### src/rtl/pq_window_stats.sv
// pq_window_stats: windowed statistics over sign-magnitude samples from the
// constant-gain scaling multiplier. Each window of 2^LOG2_WIN accepted
// samples yields peak magnitude, mean absolute value, signed mean (floor)
// and a saturating zero-crossing count, published as a registered snapshot
// with a one-cycle stats_valid pulse.
//
// Ports:
//   clk, rst_n    clock, asynchronous active-low reset
//   in_data[23:0] sample, bit 23 = sign (1 = negative), bits 22:0 = magnitude
//   in_valid      one-cycle accept strobe
//   clear         synchronous window restart (discards partial window)
//   peak_out      max magnitude of last completed window
//   mean_abs_out  sum of magnitudes >> LOG2_WIN
//   dc_out        signed sum >>> LOG2_WIN, low 24 bits, two's complement
//   zc_count      saturating sign-change count of last completed window
//   stats_valid   one-cycle pulse when the outputs update
module pq_window_stats #(
    parameter int unsigned LOG2_WIN = 8,
    parameter int unsigned ZC_W     = 16
) (
    input  logic            clk,
    input  logic            rst_n,
    input  logic [23:0]     in_data,
    input  logic            in_valid,
    input  logic            clear,
    output logic [22:0]     peak_out,
    output logic [22:0]     mean_abs_out,
    output logic [23:0]     dc_out,
    output logic [ZC_W-1:0] zc_count,
    output logic            stats_valid
);

    localparam int unsigned AW  = 23 + LOG2_WIN;
    localparam int unsigned SW  = 24 + LOG2_WIN;
    localparam int unsigned CW  = LOG2_WIN + 1;
    localparam int unsigned WIN = 2 ** LOG2_WIN;
    localparam logic [ZC_W-1:0] ZC_MAX = '1;

    typedef enum logic {
        IDLE_ACC = 1'b0,
        PUBLISH  = 1'b1
    } state_t;

    state_t state, state_nxt;
    logic   pub_c;

    logic [AW-1:0]   abs_sum;
    logic [SW-1:0]   sgn_sum;
    logic [22:0]     peak;
    logic [CW-1:0]   cnt;
    logic [ZC_W-1:0] zc;
    logic            last_valid;
    logic            last_neg;

    logic [22:0]     snap_peak;
    logic [22:0]     snap_mean;
    logic [23:0]     snap_dc;
    logic [ZC_W-1:0] snap_zc;

    logic [22:0]     mag_c;
    logic            nz_c;
    logic            neg_c;
    logic            win_done_c;
    logic [SW-1:0]   sval_c;
    logic [AW-1:0]   abs_nxt_c;
    logic [SW-1:0]   sgn_nxt_c;
    logic [22:0]     peak_nxt_c;
    logic [ZC_W-1:0] zc_nxt_c;

    // Sample decode; negative zero folds to plain zero
    assign mag_c  = in_data[22:0];
    assign nz_c   = |mag_c;
    assign neg_c  = in_data[23] & nz_c;
    assign sval_c = neg_c ? (SW'(0) - SW'(mag_c)) : SW'(mag_c);

    // Running totals including the current sample
    assign abs_nxt_c  = abs_sum + AW'(mag_c);
    assign sgn_nxt_c  = sgn_sum + sval_c;
    assign peak_nxt_c = (mag_c > peak) ? mag_c : peak;
    assign zc_nxt_c   = (nz_c && last_valid && (neg_c != last_neg) && (zc != ZC_MAX))
                        ? zc + ZC_W'(1) : zc;

    // The sample being accepted closes the window
    assign win_done_c = in_valid && !clear && (cnt == CW'(WIN - 1));

    // State register
    always_ff @(posedge clk or negedge rst_n) begin
        if (!rst_n) begin
            state <= IDLE_ACC;
        end else begin
            state <= state_nxt;
        end
    end

    // Next-state logic; PUBLISH always lasts a single cycle
    always_comb begin
        state_nxt = state;
        pub_c     = 1'b0;
        case (state)
            IDLE_ACC: begin
                if (win_done_c) begin
                    state_nxt = PUBLISH;
                end
            end
            PUBLISH: begin
                pub_c     = 1'b1;
                state_nxt = IDLE_ACC;
            end
        endcase
    end

    // Accumulators, sign tracking and window snapshot; runs in both states
    always_ff @(posedge clk or negedge rst_n) begin
        if (!rst_n) begin
            abs_sum    <= '0;
            sgn_sum    <= '0;
            peak       <= '0;
            cnt        <= '0;
            zc         <= '0;
            last_valid <= 1'b0;
            last_neg   <= 1'b0;
            snap_peak  <= '0;
            snap_mean  <= '0;
            snap_dc    <= '0;
            snap_zc    <= '0;
        end else if (clear) begin
            abs_sum    <= '0;
            sgn_sum    <= '0;
            peak       <= '0;
            cnt        <= '0;
            zc         <= '0;
            last_valid <= 1'b0;
        end else if (in_valid) begin
            // Last sign survives window boundaries
            if (nz_c) begin
                last_valid <= 1'b1;
                last_neg   <= neg_c;
            end
            if (win_done_c) begin
                snap_peak <= peak_nxt_c;
                snap_mean <= abs_nxt_c[AW-1:LOG2_WIN];
                snap_dc   <= sgn_nxt_c[SW-1:LOG2_WIN];
                snap_zc   <= zc_nxt_c;
                abs_sum   <= '0;
                sgn_sum   <= '0;
                peak      <= '0;
                cnt       <= '0;
                zc        <= '0;
            end else begin
                abs_sum <= abs_nxt_c;
                sgn_sum <= sgn_nxt_c;
                peak    <= peak_nxt_c;
                cnt     <= cnt + CW'(1);
                zc      <= zc_nxt_c;
            end
        end
    end

    // Published outputs hold until the next PUBLISH cycle
    always_ff @(posedge clk or negedge rst_n) begin
        if (!rst_n) begin
            peak_out     <= '0;
            mean_abs_out <= '0;
            dc_out       <= '0;
            zc_count     <= '0;
            stats_valid  <= 1'b0;
        end else begin
            stats_valid <= pub_c;
            if (pub_c) begin
                peak_out     <= snap_peak;
                mean_abs_out <= snap_mean;
                dc_out       <= snap_dc;
                zc_count     <= snap_zc;
            end
        end
    end

endmodule

### config.mk
export PLATFORM = sky130hd
export DESIGN_NAME = pq_window_stats
export DESIGN_NICKNAME = d
export VERILOG_FILES = /design/src/rtl/pq_window_stats.sv
export SDC_FILE = /design/constraint.sdc
export NUM_CORES = 1
export LEC_CHECK = 0
export BUFFER_PORTS_ARGS = -buffer_cell sky130_fd_sc_hd__buf_2
export CORE_MARGIN = 2
export CORE_UTILIZATION = 43
export DETAILED_ROUTE_END_ITERATION = 8
export GPL_TIMING_DRIVEN = 0
export PLACE_DENSITY = 0.64
export SETUP_SLACK_MARGIN = 0.5
export SYNTH_ARGS = -nofsm -noshare
export SYNTH_HDL_FRONTEND = slang
export SYNTH_SLANG_ARGS = --single-unit
### constraint.sdc
create_clock -name clk -period 3.66 [get_ports clk]
set_input_delay 0.183 -clock clk [delete_from_list [all_inputs] [get_ports clk]]
set_output_delay 0.183 -clock clk [all_outputs]
set_load 0.02 [all_outputs]
==> results.py <==
metrics = {
    "route": {
        "finalWirelength_mm": 45.7,
        "vias": 12900,
        "number_of_remaining_drc_errors": 0,
        "wl_met2_mm": 21.4,
        "dr_top_layer": "met4",
        "route.met3.wl_mm": 2.72,
        "vias_per_cell": 5.75,
        "postRouteAntennaNets": 0,
        "violation_count_after_the_first_detailed_route_iteration": 965,
        "avgRoutedWirePerCell_um": 20.3,
        "dr.pass1.iters": 5,
        "met1Wirelength_mm": 20.2,
    },
    "synthesis": {
        "post_synth_instance_area_sq_um": 15400,
        "synth_top_area_cell": "dfrtp_1",
        "synth.ff_latch_count": 287,
        "synth.cells.most_frequent": "dfrtp_1 (287), nand2_1 (218), o21ai_0 (120), mux2_2 (94), ha_1 (77)",
        "avgSynthCellArea_sq_um": 10.1,
        "ys.flop_type": "dfrtp_1",
        "synth_largest_type_area_fraction_pct": 46.5,
        "yosys_warnings": 0,
        "synth.area.top_cells": "dfrtp_1 (47%), mux2_2 (6.9%), ha_1 (6.2%)",
        "yosys.cell_types.count": 80,
        "synth.yosys.seq_area_share_pct": 46.5,
        "postSynth.asyncResetShare_pct": 100,
        "synth_most_common_cell": "dfrtp_1",
        "synth_enable_flop_cells": 0,
        "syn_nets": 1629,
        "post_synth_inst_count": 1522,
    },
    "grt": {
        "global_route.usage.total_pct": 23.9,
        "global_route.overflow_total": 0,
        "antenna_found_initial": 0,
        "grt_pass1_vias": 12600,
        "pin_count_of_the_biggest_net_entering_global_routing": 110,
        "global_route_wire_length_before_repair_mm": 71.2,
    },
    "status": {
        "status": "complete, but fails checks",
        "violated_checks": "negative hold slack, negative setup slack",
    },
    "die": {
        "num_rows": 69,
        "boundary_pins": 115,
        "start_util_pct": 43.5,
        "fp.coreArea_sq_um": 35500,
        "die_area_sq_um": 37400,
        "height_of_the_die_um": 193,
        "dieWidth_um": 193,
    },
    "placement": {
        "port_buffers": 113,
        "place_ws_ns": -1.13,
        "globalplace.congestion": 0.923,
        "placed_cells_incl_taps": 2098,
        "place_hpwl_mm": 30.7,
    },
    "sta": {
        "final-hold-violation-count": 1,
        "grt_setup_unrepaired": "yes",
        "setup_viol": 16,
        "finalClockSkew_ns": 0.0163,
        "finalWorstPathRequiredPeriod_ns": 3.79,
        "fmax_mhz": 264,
        "report.final.slew_viol_count": 0,
        "relSlewSlack_pct": 39.7,
        "worst_case_setup_margin_in_the_final_layout_ns": -0.127,
        "worst_pin_slew_ns": 0.905,
        "holdWs_ns": -0.000745,
        "finalCritPeriodShare_pct": 103,
    },
    "layout": {
        "num_antenna_cells": 0,
        "finalNonFillerCells": 2250,
        "design.final.nets": 1871,
        "drive_above_1_share_pct": 27.2,
        "fillers": 3052,
        "finish.utilization_pct": 55.0,
        "layout-area-overhead-vs-synth_pct": 26.4,
    },
    "clock_network": {
        "htreeDepth": 2,
        "cts-buffers-inserted": 34,
        "clock_insertion_delay_worst_skew_ns": 0.52,
        "clock_sinks": 287,
        "cts-root-buf": "clkbuf_16",
        "path_clk_slew_ns": 0.07,
        "clock_path_buffers": 3,
        "tritoncts": "done",
    },
    "min_path": {
        "timing.hold.worst_path_depth": 2,
        "hold_path_end": "peak[1]",
        "min_path_type": "in2reg",
        "hold_start": "in_data[1]",
    },
    "worst_setup_path": {
        "worstReg2RegStart": "cnt[0]",
        "critical_path_start_end_classification": "in2reg",
        "critPathArrivalTime_ns": 4.19,
        "path_cells": "buf_8 > or3_4 > nand4b_4 > or2_4 > buf_8 > and2_4 > clkbuf_16 > o31ai_4 > xnor2_2 > ha_1 > a21oi_2 > o211ai_1 > a221oi_4 > a2111oi_4 > buf_4 > buf_6 > o211ai_4 > or3b_4 > a31oi_4 > mux2i_1",
        "timing.critical_path.mode_cell": "buf_8",
        "critPathRequiredTime_ns": 4.06,
        "setup.worst_path.start_class": "input pin",
        "critical-path-slowest-cell": "or3b_4",
        "critPathMaxFanout": 7,
        "reg2reg_setup_slack_ns": 0.67,
        "crit_path_max_incr_delay_ns": 0.43,
        "rr_endpoint": "snap_dc[14]",
        "rr_worst_depth": 9,
        "cp-end-kind": "register",
    },
    "power_and_ir_drop": {
        "p_per_area_nw_per_um2": 485,
        "p_leak_nw": 9.18,
        "vdd.ir_drop.worst_v": 0.000384,
    },
    "run": {
        "max_cap_viol": 0,
    },
}
stage by stage:
stage               instance area (sq um)  TNS [ns]  power (mW)
finish                              19500    -0.827        9.46
global route                        19500     -4.09        9.85
CTS                                 18900         0        9.19
detailed placement                  16800    -31.13        5.19
global placement                    16700   -917.99        5.15
floorplan                           15600     -1.34        4.71
power by group:
part           internal, mW  switching (mW)
Clock                  2.32            1.38
Combinational          1.01            1.32
Sequential             3.31           0.115
repair_timing:
action | CTS | global route
gates resized for setup | 93 | 94
gates cloned | 1 | 0
setup buffers | 55 | 29
setup endpoints to repair | 98 | 67
pin swaps | 65 | 49
hold endpoints to repair | 111 | 2
hold buffers | 5 | 1
state kept, by name, summed over array words and instances (netlist names), 9 cells and up:
signal and flops:
snap_dc 24, zc_count 16, cnt 9, sgn_sum 32, snap_zc 16, mean_abs_out 23
abs_sum 31, peak 23, snap_mean 23, peak_out 23, zc 16, dc_out 24
snap_peak 23
how the worst max path moves through the flow:
| stage | start | endpoint | depth (start not counted) |
|---|---|---|---|
| 6_report | in_data[14] | sgn_sum[31] | 20 |
| 5_1_grt | in_data[4] | sgn_sum[31] | 21 |
| 4_1_cts | in_data[4] | sgn_sum[25] | 18 |
| 3_5_place_dp | in_data[1] | snap_dc[17] | 20 |
| 3_3_place_gp | rst_n | mean_abs_out[10] | 1 |
| 2_1_floorplan | in_data[1] | sgn_sum[31] | 16 |
critical path, delay by kind of cell:
family          cells  cell delay, ns
compound gates      7            1.25
mux                 1            0.10
xor+xnor            1            0.17
simple gates        5            1.45
buf+inv             5            0.71
fa+ha+maj           1            0.30
logic make-up after synthesis:
| logic type | count (synthesis) | share of synthesized area [%] |
|---|---|---|
| mux | 98 | 7.15 |
| buf+inv | 122 | 3.06 |
| simple gates | 453 | 14.2 |
| flops | 287 | 46.5 |
| xor+xnor | 89 | 5.05 |
| fa+ha+maj | 79 | 6.50 |
| compound gates | 394 | 17.5 |
cells in the final DEF, fill, tap and decap left out, types with 7 or more instances in the layout:
cell / netlist / final
nand3_1: 42 / 40
xnor2_1: 57 / 44
buf_2: 5 / 108
ha_1: 77 / 71
and3_1: 11 / 11
nand4_1: 39 / 39
o31ai_1: 21 / 16
inv_1: 41 / 39
nor2b_1: 9 / 8
o21ai_1: 3 / 13
o21a_1: 14 / 13
nor3_1: 27 / 24
o21ai_0: 120 / 99
a211oi_1: 10 / 7
buf_6: 1 / 26
clkbuf_16: 0 / 37
xor2_1: 32 / 29
or3_1: 11 / 9
clkbuf_8: 0 / 8
nand2_1: 218 / 214
mux2_2: 94 / 93
dfrtp_1: 287 / 287
buf_4: 0 / 64
buf_1: 8 / 7
o211ai_1: 32 / 32
clkbuf_1: 67 / 63
buf_8: 0 / 8
nor2_1: 49 / 44
o21ai_2: 4 / 9
a21oi_2: 0 / 8
xnor2_2: 0 / 11
a21o_1: 27 / 27
a21oi_1: 51 / 42
a22o_1: 56 / 56
area by class of cell:
| cell class | count | area [sq um] | share of cell area [%] |
|---|---|---|---|
| tap | 461 | 577 | 2.96 |
| clock inverter | 13 | 228 | 1.17 |
| buffer | 81 | 402 | 2.06 |
| sequential | 287 | 7180 | 36.8 |
| clock buffer | 48 | 995 | 5.10 |
| timing repair buffer | 206 | 1480 | 7.60 |
| multi-input combinational | 1113 | 8490 | 43.5 |
| inverter | 41 | 164 | 0.840 |
per-layer routing:
metal	vias to the layer above	track usage, %
met5	-	0
met1	6413	33.2
met3	89	3.45
met4	0	8.14
met2	428	38.4
li1	6008	-
Note: power is estimated with default switching activity, not from simulation.
